File: src/rtl/codificador_4a2_prioridad_pkg.sv
// Shared widths, priority-mode selectors and output payload for the 4-to-2 priority encoder.
package codificador_4a2_prioridad_pkg;

  localparam int unsigned ANCHO_ENTRADA = 4;
  localparam int unsigned ANCHO_CODIGO  = 2;

  localparam int unsigned PRIO_FIJA = 0;
  localparam int unsigned PRIO_RR   = 1;

  typedef struct packed {
    logic [ANCHO_CODIGO-1:0] codigo;
    logic                    ninguna;
    logic                    multiple;
  } salida_t;

endpackage

File: src/rtl/codificador_4a2_prioridad_if.sv
// Request-side and result-side valid/ready bundle of the priority encoder.
interface codificador_4a2_prioridad_if;
  import codificador_4a2_prioridad_pkg::*;

  logic [ANCHO_ENTRADA-1:0] Entrada;
  logic                     EntradaValida;
  logic                     EntradaLista;
  logic [ANCHO_CODIGO-1:0]  Codigo;
  logic                     Ninguna;
  logic                     Multiple;
  logic                     SalidaValida;
  logic                     SalidaLista;

  modport master (
    output Entrada, EntradaValida, SalidaLista,
    input  EntradaLista, Codigo, Ninguna, Multiple, SalidaValida
  );

  modport slave (
    input  Entrada, EntradaValida, SalidaLista,
    output EntradaLista, Codigo, Ninguna, Multiple, SalidaValida
  );

endinterface

File: src/rtl/codificador_4a2_prioridad_nucleo.sv
// Combinational priority search: fixed high/low priority or round-robin from Puntero.
module codificador_prioridad_nucleo
  import codificador_4a2_prioridad_pkg::*;
(
  input  logic [ANCHO_ENTRADA-1:0] Entrada,
  input  logic [ANCHO_CODIGO-1:0]  Puntero,
  input  logic                     ModoRr,
  input  logic                     PrioridadAlta,
  output logic [ANCHO_CODIGO-1:0]  Codigo,
  output logic                     Ninguna,
  output logic                     Multiple
);

  logic [2:0]              cuenta;
  logic [ANCHO_CODIGO-1:0] idx;

  // Each search loop runs from least to most preferred so the last hit wins.
  always_comb begin
    Codigo = '0;
    idx    = '0;
    cuenta = '0;
    for (int i = 0; i < int'(ANCHO_ENTRADA); i++) begin
      cuenta = cuenta + 3'(Entrada[i]);
    end
    if (ModoRr) begin
      for (int k = int'(ANCHO_ENTRADA) - 1; k >= 0; k--) begin
        idx = Puntero + ANCHO_CODIGO'(k);
        if (Entrada[idx]) Codigo = idx;
      end
    end else if (PrioridadAlta) begin
      for (int i = 0; i < int'(ANCHO_ENTRADA); i++) begin
        if (Entrada[i]) Codigo = ANCHO_CODIGO'(i);
      end
    end else begin
      for (int i = int'(ANCHO_ENTRADA) - 1; i >= 0; i--) begin
        if (Entrada[i]) Codigo = ANCHO_CODIGO'(i);
      end
    end
    Ninguna  = (Entrada == '0);
    Multiple = (cuenta > 3'd1);
  end

endmodule

File: src/rtl/codificador_4a2_prioridad.sv
// Registered 4-to-2 priority encoder with a single skid-free output register and RR pointer.
module codificador_4a2_prioridad
  import codificador_4a2_prioridad_pkg::*;
#(
  parameter int unsigned MODO_RR        = PRIO_FIJA,
  parameter int unsigned PRIORIDAD_ALTA = 1
) (
  input logic                         Reloj,
  input logic                         ResetN,
  codificador_4a2_prioridad_if.slave  bus
);

  localparam logic MODO_RR_B   = (MODO_RR == PRIO_RR);
  localparam logic PRIO_ALTA_B = (PRIORIDAD_ALTA != 0);

  salida_t                 salida_q, salida_d, nueva;
  logic                    valida_q, valida_d;
  logic [ANCHO_CODIGO-1:0] puntero_q, puntero_d;
  logic                    aceptar, consumir;

  codificador_prioridad_nucleo u_nucleo (
    .Entrada       (bus.Entrada),
    .Puntero       (puntero_q),
    .ModoRr        (MODO_RR_B),
    .PrioridadAlta (PRIO_ALTA_B),
    .Codigo        (nueva.codigo),
    .Ninguna       (nueva.ninguna),
    .Multiple      (nueva.multiple)
  );

  assign bus.EntradaLista = ~valida_q | bus.SalidaLista;
  assign aceptar          = bus.EntradaValida & bus.EntradaLista;
  assign consumir         = valida_q & bus.SalidaLista;

  // Accept takes precedence over consume so back-to-back transfers keep SalidaValida high.
  always_comb begin
    salida_d  = salida_q;
    valida_d  = valida_q;
    puntero_d = puntero_q;
    if (aceptar) begin
      salida_d = nueva;
      valida_d = 1'b1;
      if (MODO_RR_B && !nueva.ninguna) puntero_d = nueva.codigo + ANCHO_CODIGO'(1);
    end else if (consumir) begin
      valida_d = 1'b0;
    end
  end

  always_ff @(posedge Reloj) begin
    if (!ResetN) begin
      salida_q  <= '0;
      valida_q  <= 1'b0;
      puntero_q <= '0;
    end else begin
      salida_q  <= salida_d;
      valida_q  <= valida_d;
      puntero_q <= puntero_d;
    end
  end

  assign bus.Codigo       = salida_q.codigo;
  assign bus.Ninguna      = salida_q.ninguna;
  assign bus.Multiple     = salida_q.multiple;
  assign bus.SalidaValida = valida_q;

endmodule

File: src/flat_wrapper.sv
// flat-port wrapper written by rule: the top's interface ports become plain ports
module codificador_4a2_prioridad_flat import codificador_4a2_prioridad_pkg::*;
#(
  parameter int unsigned MODO_RR        = PRIO_FIJA,
  parameter int unsigned PRIORIDAD_ALTA = 1
)
  (Reloj, ResetN, bus_Entrada, bus_EntradaValida, bus_SalidaLista, bus_EntradaLista, bus_Codigo, bus_Ninguna, bus_Multiple, bus_SalidaValida);
  codificador_4a2_prioridad_if bus_i ();
  input logic Reloj;
  input logic ResetN;
  input wire logic [$bits(bus_i.Entrada)-1:0] bus_Entrada;
  input wire logic [$bits(bus_i.EntradaValida)-1:0] bus_EntradaValida;
  input wire logic [$bits(bus_i.SalidaLista)-1:0] bus_SalidaLista;
  output wire logic [$bits(bus_i.EntradaLista)-1:0] bus_EntradaLista;
  output wire logic [$bits(bus_i.Codigo)-1:0] bus_Codigo;
  output wire logic [$bits(bus_i.Ninguna)-1:0] bus_Ninguna;
  output wire logic [$bits(bus_i.Multiple)-1:0] bus_Multiple;
  output wire logic [$bits(bus_i.SalidaValida)-1:0] bus_SalidaValida;
  assign bus_i.Entrada = bus_Entrada;
  assign bus_i.EntradaValida = bus_EntradaValida;
  assign bus_i.SalidaLista = bus_SalidaLista;
  assign bus_EntradaLista = bus_i.EntradaLista;
  assign bus_Codigo = bus_i.Codigo;
  assign bus_Ninguna = bus_i.Ninguna;
  assign bus_Multiple = bus_i.Multiple;
  assign bus_SalidaValida = bus_i.SalidaValida;
  codificador_4a2_prioridad #(.MODO_RR(MODO_RR), .PRIORIDAD_ALTA(PRIORIDAD_ALTA)) u_core (.Reloj(Reloj), .ResetN(ResetN), .bus(bus_i));
endmodule
File: config.mk
export PLATFORM = sky130hd
export DESIGN_NAME = codificador_4a2_prioridad_flat
export DESIGN_NICKNAME = d
export VERILOG_FILES = /design/src/rtl/codificador_4a2_prioridad_pkg.sv /design/src/rtl/codificador_4a2_prioridad_if.sv /design/src/rtl/codificador_4a2_prioridad_nucleo.sv /design/src/rtl/codificador_4a2_prioridad.sv /design/src/flat_wrapper.sv
export SDC_FILE = /design/constraint.sdc
export NUM_CORES = 1
export LEC_CHECK = 0
export CAP_MARGIN = 20
export CORE_AREA = 5 5 42 44
export CTS_BUF_LIST = sky130_fd_sc_hd__clkbuf_4 sky130_fd_sc_hd__clkbuf_8 sky130_fd_sc_hd__clkbuf_16
export CTS_CLUSTER_DIAMETER = 150
export CTS_CLUSTER_SIZE = 8
export DETAILED_ROUTE_END_ITERATION = 10
export DIE_AREA = 0 0 47 49
export DONT_BUFFER_PORTS = 1
export GPL_TIMING_DRIVEN = 0
export PLACE_DENSITY = 0.3
export RECOVER_POWER = 50
export SYNTH_ARGS = -nofsm -noshare
export SYNTH_HDL_FRONTEND = slang
export SYNTH_SLANG_ARGS = --single-unit
File: constraint.sdc
create_clock -name Reloj -period 1.1 [get_ports Reloj]
set_input_delay 0.055 -clock Reloj [delete_from_list [all_inputs] [get_ports Reloj]]
set_output_delay 0.055 -clock Reloj [all_outputs]
set_load 0.05 [all_outputs]
==> flow_summary.json <==
{
  "yosysWarnings": 0,
  "place_congestion": 0.614,
  "yosys.area.top_type_share": 0.394,
  "synth_cell_types": 14,
  "synth_most_common_cell": "inv_1",
  "fin_crit_sh": 1.03,
  "synth_enable_flop_cells": 0,
  "clock_latency_ps": 250,
  "num_rows": 14,
  "start_kind": "flop",
  "post-route-util": 0.234,
  "fillerInstances": 167,
  "violations": "setup timing",
  "syn_inst": 27,
  "drc": 0,
  "synthFlopType": "dfxtp_1",
  "clock_sinks": 5,
  "finClkSkew_ps": 2.34,
  "synth_area_leaders": "dfxtp_1 (39%), inv_1 (8.9%), a21oi_1 (7.9%), fa_1 (7.9%), a211oi_1 (5.9%)",
  "post_drt_wl_per_cell_um": 11.8,
  "grt_pass1_vias": 207,
  "tightest_slew_ps": 513,
  "power_leakage_uw": 0.000157,
  "start_util": 0.181,
  "cts_setup_buffers": 0,
  "antenna_found_initial": 0,
  "die_area_um2": 2300,
  "diodes": 0,
  "grt_max_degree": 7,
  "grt_pass1_wl_um": 890,
  "clock.fmax_mhz": 885,
  "hold_violations": 0,
  "io_pins": 14,
  "peakVddDrop_uv": 497,
  "vias": 208,
  "setup_viol": 1,
  "outcome": "complete, but fails checks",
  "syn_avg_cell_area_um2": 9.41,
  "relSlewSlack": 0.657,
  "regArea_um2": 104,
  "synth.largest_area_cell": "dfxtp_1",
  "worstSetupPathType": "flop to flop",
  "rsz0062_at_grt": "yes",
  "overflow": 0,
  "core_um2": 1400,
  "multiInputGateArea_um2": 131,
  "syn-num-nets": 37,
  "min_path_type": "primary input to flop",
  "min_period_ps": 1130,
  "numPortBuffers": 0,
  "final_nets": 44,
  "required_ps": 1240,
  "p_per_area_nw_per_um2": 1670,
  "drtAntennaViolNets": 0,
  "clk_pin_slew_worst_paths_ps": 40,
  "drv_cap": 0,
  "clk_path_buf_depth": 2,
  "worst_ep_arrival_time_ps": 1260,
  "drt_wl_total_um": 579,
  "hpwl_um": 459,
  "cts-htree-levels": 1,
  "die_width_um": 47,
  "synth_seq_cells": 5,
  "cts_buffers": 3,
  "first_iter_violations": 0,
  "firstDrtPassIters": 1,
  "finalMaxSlewViolations": 0,
  "holdWs_ps": 17.7,
  "root_buffer": "clkbuf_4",
  "grt_use_total": 0.0593,
  "drive_gt1_frac": 0.212,
  "ys_seq_area_frac": 0.394,
  "cts_tree": "yes",
  "synth_common_cells": "inv_1 (6), dfxtp_1 (5), a21oi_1 (4), a211oi_1 (2)",
  "critPathCaptureType": "flop",
  "setup_slack_ps": -29.6,
  "fp.dieH_um": 49,
  "crit_fanout": 6,
  "syn_to_final_growth_pct": 29.1,
  "synth.cell_area_um2": 254,
  "async_flop_share": 0,
  "drt-vias-per-instance": 4.24
}
critical path: stages, from the launching register on:
cell and delay (ps):
dfxtp_4 440, nand2b_4 180, and2_4 200, o211a_1 200
per-stage QoR:
stage	setup TNS (ps)	power [uW]	std cells	setup WS [ps]	instance area (um^2)
5_1_grt	-89.8	575	49	-56.5	328
6_report	-29.6	546	49	-29.6	328
3_3_place_gp	-23.2	301	43	-23.2	278
2_1_floorplan	0	291	27	12.3	258
4_1_cts	-33.0	558	49	-33.0	328
3_5_place_dp	-23.0	301	43	-23.0	278
state kept, by name (all words and copies together) (netlist names):
name,count
u_core.bus.Codigo,2
u_core.bus.SalidaValida,1
u_core.bus.Ninguna,1
u_core.bus.Multiple,1
final timing paths:
path	depth (start not counted)	slack [ps]	startpoint	end
worst max register to register	3	-30	u_core.bus.SalidaValida	u_core.bus.Multiple
worst min register to register	2	700	u_core.bus.Ninguna	u_core.bus.Ninguna
worst max-delay path	3	-30	u_core.bus.SalidaValida	u_core.bus.Multiple
worst min-delay path	2	20	bus_EntradaValida	u_core.bus.Codigo[1]
routing by layer:
layer | vias to the layer above | track usage | wire [um]
li1 | 103 | - | -
met3 | 2 | 0.0443 | 92
met5 | - | 0 | 0
met4 | 0 | 0.0691 | 9
met1 | 91 | 0.0687 | 258
met2 | 12 | 0.0588 | 218
final cells by class:
cell class | instances | share of cell area
Multi-Input combinational cell | 16 | 0.401
Clock buffer | 4 | 0.0916
Sequential cell | 5 | 0.317
Timing Repair Buffer | 2 | 0.0611
Tap cell | 16 | 0.0611
Inverter | 6 | 0.0687
power by group:
part	switching (uW)	internal, uW
clock	79.6	162
sequential	51.6	194
combinational	31.6	27.2
total	163	383
layout by cell type (no fill, tap or decap), types with 2 or more instances in the layout:
master         count
inv_1              6
a211oi_1           2
dlygate4sd3_1      2
dfxtp_1            4
a21oi_1            4
clkbuf_4           4
what timing repair did:
action                                 CTS  global route
hold buffers                             2             0
setup endpoints to repair                1             3
gates resized for setup                  0             0
pin swaps                                0             0
endpoints found under the hold margin    5             0
cell families (layout without fill, tap and decap cells):
| kind of cell | count (synthesis) | after routing | share of synthesized area |
|---|---|---|---|
| buf+inv | 6 | 12 | 0.0887 |
| compound gates | 8 | 8 | 0.212 |
| simple gates | 5 | 5 | 0.138 |
| flops | 5 | 5 | 0.394 |
| fa+ha+maj | 2 | 2 | 0.128 |
| mux | 1 | 1 | 0.0394 |
Note: power is estimated with default switching activity, not from simulation.
